--- src/rtl/texter_pkg.sv ---
// texter_pkg: shared types and constants for the Morse keyer
// Contents: keyer state enumeration, per-state unit multipliers,
//           counter/pattern/length widths and a unit-load helper.
// Build option: MORSE_DIGITS_EN widens the pattern to 5 elements for digits.
package texter_pkg;

    typedef enum logic [2:0] {
        IDLE,
        MARK,
        EGAP,
        CGAP,
        WGAP
    } state_t;

    localparam int CNT_W = 24;
    localparam int MUL_W = 3;
    localparam int LEN_W = 3;

`ifdef MORSE_DIGITS_EN
    localparam int PAT_W = 5;
`else
    localparam int PAT_W = 4;
`endif

    localparam logic [MUL_W-1:0] MUL_DIT  = 3'd1;
    localparam logic [MUL_W-1:0] MUL_DASH = 3'd3;
    localparam logic [MUL_W-1:0] MUL_EGAP = 3'd1;
    localparam logic [MUL_W-1:0] MUL_CGAP = 3'd3;
    localparam logic [MUL_W-1:0] MUL_WGAP = 3'd4;

    // Unit counter load value for an element: remaining units after the first.
    function automatic logic [MUL_W-1:0] elem_units(input logic dash);
        return (dash ? MUL_DASH : MUL_DIT) - 3'd1;
    endfunction

endpackage

--- src/rtl/morse_rom.sv ---
// morse_rom: combinational ASCII-to-Morse pattern lookup
// Ports: char_in  - ASCII code (letters are case-folded)
//        pattern  - elements left-aligned, MSB sent first, 1 = dash
//        length   - number of elements (0 when unsupported)
//        valid    - character has a Morse pattern
// Build option: MORSE_DIGITS_EN adds '0'-'9'.
module morse_rom
    import texter_pkg::*;
(
    input  logic [7:0]       char_in,
    output logic [PAT_W-1:0] pattern,
    output logic [LEN_W-1:0] length,
    output logic             valid
);

    logic [7:0] w_up;
    logic [4:0] w_code;

    assign w_up = (char_in >= 8'h61 && char_in <= 8'h7a) ? char_in - 8'h20 : char_in;

    // Codes are right-aligned here and left-aligned on the way out.
    always_comb begin
        {length, w_code} = '0;
        case (w_up)
            "A": {length, w_code} = {3'd2, 5'b00001};
            "B": {length, w_code} = {3'd4, 5'b01000};
            "C": {length, w_code} = {3'd4, 5'b01010};
            "D": {length, w_code} = {3'd3, 5'b00100};
            "E": {length, w_code} = {3'd1, 5'b00000};
            "F": {length, w_code} = {3'd4, 5'b00010};
            "G": {length, w_code} = {3'd3, 5'b00110};
            "H": {length, w_code} = {3'd4, 5'b00000};
            "I": {length, w_code} = {3'd2, 5'b00000};
            "J": {length, w_code} = {3'd4, 5'b00111};
            "K": {length, w_code} = {3'd3, 5'b00101};
            "L": {length, w_code} = {3'd4, 5'b00100};
            "M": {length, w_code} = {3'd2, 5'b00011};
            "N": {length, w_code} = {3'd2, 5'b00010};
            "O": {length, w_code} = {3'd3, 5'b00111};
            "P": {length, w_code} = {3'd4, 5'b00110};
            "Q": {length, w_code} = {3'd4, 5'b01101};
            "R": {length, w_code} = {3'd3, 5'b00010};
            "S": {length, w_code} = {3'd3, 5'b00000};
            "T": {length, w_code} = {3'd1, 5'b00001};
            "U": {length, w_code} = {3'd3, 5'b00001};
            "V": {length, w_code} = {3'd4, 5'b00001};
            "W": {length, w_code} = {3'd3, 5'b00011};
            "X": {length, w_code} = {3'd4, 5'b01001};
            "Y": {length, w_code} = {3'd4, 5'b01011};
            "Z": {length, w_code} = {3'd4, 5'b01100};
`ifdef MORSE_DIGITS_EN
            "0": {length, w_code} = {3'd5, 5'b11111};
            "1": {length, w_code} = {3'd5, 5'b01111};
            "2": {length, w_code} = {3'd5, 5'b00111};
            "3": {length, w_code} = {3'd5, 5'b00011};
            "4": {length, w_code} = {3'd5, 5'b00001};
            "5": {length, w_code} = {3'd5, 5'b00000};
            "6": {length, w_code} = {3'd5, 5'b10000};
            "7": {length, w_code} = {3'd5, 5'b11000};
            "8": {length, w_code} = {3'd5, 5'b11100};
            "9": {length, w_code} = {3'd5, 5'b11110};
`endif
            default: ;
        endcase
    end

    assign valid   = length != '0;
    assign pattern = PAT_W'(w_code << (3'(PAT_W) - length));

endmodule

--- src/rtl/morse_keyer.sv ---
// morse_keyer: sends ASCII letters (and spaces as word gaps) as Morse on key_out
// Ports: clk, reset (async, active-high)
//        char_valid/char_in - character offer, taken when ready is high
//        ready   - idle, accepting a character this cycle
//        key_out - Morse key, high = mark
//        busy    - inverse of ready
//        char_err- one-cycle pulse for an unsupported character
// Build option: MORSE_DIGITS_EN enables digits '0'-'9'.
module morse_keyer
    import texter_pkg::*;
#(
    parameter int DIT_CYCLES = 1620000
) (
    input  logic       clk,
    input  logic       reset,
    input  logic       char_valid,
    input  logic [7:0] char_in,
    output logic       ready,
    output logic       key_out,
    output logic       busy,
    output logic       char_err
);

    localparam logic [CNT_W-1:0] DIT_M1 = CNT_W'(DIT_CYCLES - 1);

    state_t           r_state;
    logic [CNT_W-1:0] r_cnt;
    logic [MUL_W-1:0] r_units;
    logic [LEN_W-1:0] r_left;
    logic [PAT_W-1:0] r_pat;
    logic             r_key;
    logic             r_ready;
    logic             r_err;

    logic [PAT_W-1:0] w_pat;
    logic [LEN_W-1:0] w_len;
    logic             w_valid;
    logic             w_last;
    logic             w_space;

    morse_rom u_rom (
        .char_in (char_in),
        .pattern (w_pat),
        .length  (w_len),
        .valid   (w_valid)
    );

    assign w_last  = r_cnt == '0 && r_units == '0;
    assign w_space = char_in == 8'h20;

    // CGAP leaves one cycle early so the IDLE cycle (ready high) is the
    // final cycle of the character gap and a next letter follows seamlessly.
    always_ff @(posedge clk or posedge reset) begin
        if (reset) begin
            r_state <= IDLE;
            r_cnt   <= '0;
            r_units <= '0;
            r_left  <= '0;
            r_pat   <= '0;
            r_key   <= 1'b0;
            r_ready <= 1'b1;
            r_err   <= 1'b0;
        end else begin
            r_err <= 1'b0;
            if (r_state != IDLE) begin
                r_cnt <= (r_cnt == '0) ? DIT_M1 : r_cnt - CNT_W'(1);
                if (r_cnt == '0 && r_units != '0) r_units <= r_units - 3'd1;
            end
            case (r_state)
                IDLE: begin
                    if (!r_ready) r_ready <= 1'b1;
                    else if (char_valid) begin
                        r_ready <= 1'b0;
                        r_cnt   <= DIT_M1;
                        if (w_valid) begin
                            r_state <= MARK;
                            r_key   <= 1'b1;
                            r_units <= elem_units(w_pat[PAT_W-1]);
                            r_pat   <= w_pat << 1;
                            r_left  <= w_len - LEN_W'(1);
                        end else if (w_space) begin
                            r_state <= WGAP;
                            r_units <= MUL_WGAP - 3'd1;
                        end else r_err <= 1'b1;
                    end
                end
                MARK: begin
                    if (w_last) begin
                        r_key   <= 1'b0;
                        r_state <= (r_left != '0) ? EGAP : CGAP;
                        r_units <= ((r_left != '0) ? MUL_EGAP : MUL_CGAP) - 3'd1;
                    end
                end
                EGAP: begin
                    if (w_last) begin
                        r_state <= MARK;
                        r_key   <= 1'b1;
                        r_units <= elem_units(r_pat[PAT_W-1]);
                        r_pat   <= r_pat << 1;
                        r_left  <= r_left - LEN_W'(1);
                    end
                end
                CGAP: begin
                    if (r_units == '0 && r_cnt == CNT_W'(1)) begin
                        r_state <= IDLE;
                        r_ready <= 1'b1;
                    end
                end
                WGAP: begin
                    if (w_last) begin
                        r_state <= IDLE;
                        r_ready <= 1'b1;
                    end
                end
                default: r_state <= IDLE;
            endcase
        end
    end

    assign ready    = r_ready;
    assign busy     = ~r_ready;
    assign key_out  = r_key;
    assign char_err = r_err;

endmodule

--- config.mk ---
export PLATFORM = sky130hd
export DESIGN_NAME = morse_keyer
export DESIGN_NICKNAME = d
export VERILOG_FILES = /design/src/rtl/texter_pkg.sv /design/src/rtl/morse_rom.sv /design/src/rtl/morse_keyer.sv
export SDC_FILE = /design/constraint.sdc
export NUM_CORES = 1
export LEC_CHECK = 0
export ABC_AREA = 1
export CAP_MARGIN = 20
export CELL_PAD_IN_SITES_DETAIL_PLACEMENT = 1
export CELL_PAD_IN_SITES_GLOBAL_PLACEMENT = 2
export CORE_MARGIN = 1
export CORE_UTILIZATION = 37
export DETAILED_ROUTE_END_ITERATION = 12
export PLACE_DENSITY_LB_ADDON = 0.1
export SLEW_MARGIN = 30
export SYNTH_ARGS = -nofsm -noshare
export SYNTH_HDL_FRONTEND = slang
export SYNTH_HIERARCHICAL = 1
export SYNTH_SLANG_ARGS = --single-unit
--- constraint.sdc ---
create_clock -name clk -period 2.6 [get_ports clk]
set_clock_uncertainty 0.05 [all_clocks]
set_input_delay 0.52 -clock clk [delete_from_list [all_inputs] [get_ports clk]]
set_output_delay 0.52 -clock clk [all_outputs]
set_load 0.05 [all_outputs]
==> impl_results.md <==
- Status: complete, but fails checks
- Failing checks: setup timing
- Mux contribution to synthesized area: 0.302%
- Crit path largest cell delay: 0.29 ns
- Post-Synthesis Cell Area: 3320 um2
- Finished Layout Cells: 685
- Clock-pin transition on the worst setup and hold timing paths: 0.09 ns
- CTS root buf: clkbuf_8
- Layout Utilization: 51.8%
- Area Growth Syn to Fin: 36.1%
- Wirelength per Cell: 15.3 um
- Pwr dens: 303 nW/um2
- Met2 usage in global routing: 42.2%
- Sequential area share after synthesis: 29.4%
- Setup CP Type: in2reg
- Via/cell ratio: 5.09
- Total global routing overflow: 0
- Tot GR Track Use: 22.9%
- CP bufs+invs: 6
- Top cell type's share of synthesized area: 28.6%
- RSZ-0062 raised after global routing: yes
- Vias in the first global route: 3,682
- Crit path cell chain: buf_6 -> nor2_4 -> nand2_2 -> nand2_4 -> nand3_4 -> nand2_4 -> nand2_4 -> nor2_4 -> inv_2 -> o311ai_4 -> inv_2 -> ha_4 -> ha_4 -> inv_2 -> inv_2 -> nor2_4 -> nor2_4 -> nand2_2 -> buf_4 -> nand3_2 -> o21bai_1
- Type of origin of the critical path: input port
- DP Cell Count: 657
- Initial cell density of the core: 38.1%
- Worst path required time: 2.77 ns
- Vert. Die Dim: 96.7 um
- VDD IR max: 0.235 mV
- Cell Rows: 34
- Fin crit share: 104%
- Antenna Nets Post-Route: 0
- Worst-Margin Slew: 0.549 ns
- Critical Path End Type: register
- Area contributors post-synth: dfrtp_1 (29%), nand2_1 (12%), nor2_1 (8.5%), inv_1 (7.7%), nand3_1 (5.3%)
- Place WS: -0.966 ns
- Yosys reg bits: 39
- Yosys warnings: 6
- Hold Crit Class: reg2reg
- Leading cell type by number of instances after synthesis: nand2_1
- Hold Vio Cnt, Final: 0
- EDFF count, synth: 0
- Count of cell types in the netlist: 38
- Pre-antenna DRT Iters: 4
- Mapped Cells: 487
- H-tree depth: 2
- Tmin final: 2.69 ns
- Layout cells sized above 1: 36.9%
- Clk buf depth: 2
- Post-Synth Adder-Cell Area: 3.39%
- Post-Synth XOR/XNOR Area: 3.69%
- P_leak: 2.16 nW
- Clock tree from TritonCTS: built
- Core box area: 8720 um2
- DRC violations left: 0
- Slew Limit Fails: 0
- Antenna diodes: 0
- Die extent in x: 96.7 um
- Total wire length: 10,500 um
- Critical path peak fanout: 5
- Worst relative slew slack: 63.4%
- Top cells by count, synth: nand2_1 (108), nor2_1 (75), inv_1 (68)
- Most used routing layer: met2
- Max Cap Violations: 0
- Skew-Pair Late Insertion Delay: 0.30 ns
- Syn avg cell area: 6.82 um2
- Tot Pwr: 0.00137 W
- Nets: 596
- Initial antenna violation count: 0
- Crit-path leading delay family: simple AND/OR/NAND/NOR gates
- 1st-iter DRT viols: 98
- Clock Sinks: 39
- Main flop type after synthesis: dfrtp_1
- Largest family of logic cells by synthesized area: simple AND/OR/NAND/NOR gates
- Met1 GRT Util: 28.0%
- Die area: 9350 um2
- Ports: 15
- GP Congestion: 0.901
- Post-synthesis simple-gate area fraction: 42.7%
- Cell accounting for the most synthesized area: dfrtp_1
- Largest net degree at the start of global routing: 40
- Final setup viols: 12
- TritonCTS Buffers: 5
- CP max stage cell: o311ai_4
- Port Buf Inserts: 14
- F_max: 371 MHz
- Setup ws final: -0.0949 ns
- FF-to-FF setup slack: 0.61 ns
- GRT met3 Usage: 2.67%
- Hpwl dp: 7580 um
- Synth Area in Compound Gates: 10.1%
- Net Count, Synth: 507
- Async set or reset register ratio after synthesis: 100%
- Via count: 3,485
- Global-route wire length before repair: 17,400 um
- WP data arrival: 2.87 ns
-- state kept, by name, summed over array words and instances (netlist names) --
register and flops:
r_units 3, r_state 3, r_cnt 24, ready 1, r_pat 3, r_left 3
key_out 1, char_err 1
-- what timing repair did --
action / in CTS / in global routing
buffers inserted: 12 / 8
gates cloned: 2 / 0
endpoints found under the setup margin: 14 / 14
gates resized for setup: 66 / 44
pin swaps: 29 / 33
hold buffers: 0 / 0
-- power breakdown --
part / switching [W] / internal [W]
Clock: 0.000254 / 0.000286
Combinational: 0.000118 / 0.000104
Sequential: 0 / 0.000606
-- placed cells by master (no fill, tap or decap), types with 6 or more instances in the layout --
cell and n:
nand3_1 29, buf_4 69, nand2_1 95, dfrtp_1 38, xor2_1 12, o21ai_2 10, nand2_2 28, nor2_4 19
a21oi_1 8, nand4_1 8, nor2_1 66, clkdlybuf4s50_1 6, inv_2 19, nor2_2 12, inv_1 53, nand3_2 7
ha_1 6, o21ai_1 7, buf_6 9, o21ai_0 13
-- worst register-to-register path, delay by kind of cell, from the launching register on --
family,cells,cell delay [ns]
fa+ha+maj,1,0.17
flops,1,0.40
compound gates,1,0.10
buf+inv,2,0.14
simple gates,5,1.02
-- worst paths after layout --
check                      startpoint    endpoint  cells past startpoint
max                        char_in[2]  r_state[0]                     21
min                             ready       ready                      2
max reg2reg                r_units[0]     key_out                      9
min reg2reg                     ready       ready                      2
max in group asynchronous       reset   r_cnt[15]                      3
min in group asynchronous       reset   r_cnt[21]                      3
-- through the flow --
step	hold slack (ns)	TNS, ns	instance area, um2
detailed placement	0.443	-12.70	4040
floorplan	0.424	-1.29	3410
finish	0.455	-0.630	4520
global placement	0.437	-11.70	4040
CTS	0.456	-1.24	4350
global route	0.483	-2.49	4520
-- cells by family after synthesis --
logic type,Yosys count
fa+ha+maj,9
mux,1
buf+inv,82
compound gates,55
simple gates,287
xor+xnor,14
flops,39
-- layout make-up --
class,count,area [um2]
fill,1116,4200
clock inverter,3,43.8
inverter,75,299
timing repair buffer,87,709
clock buffer,5,68.8
multi-input combinational,368,2280
sequential,39,977
tap,108,135
-- metal layers --
| metal | vias to the layer above | routed length, um |
|---|---|---|
| li1 | 1719 | - |
| met1 | 1702 | 4630 |
| met2 | 49 | 5460 |
| met3 | 15 | 197 |
| met4 | 0 | 169 |
| met5 | - | 0 |
No activity file was read; power rests on OpenSTA's default activity.
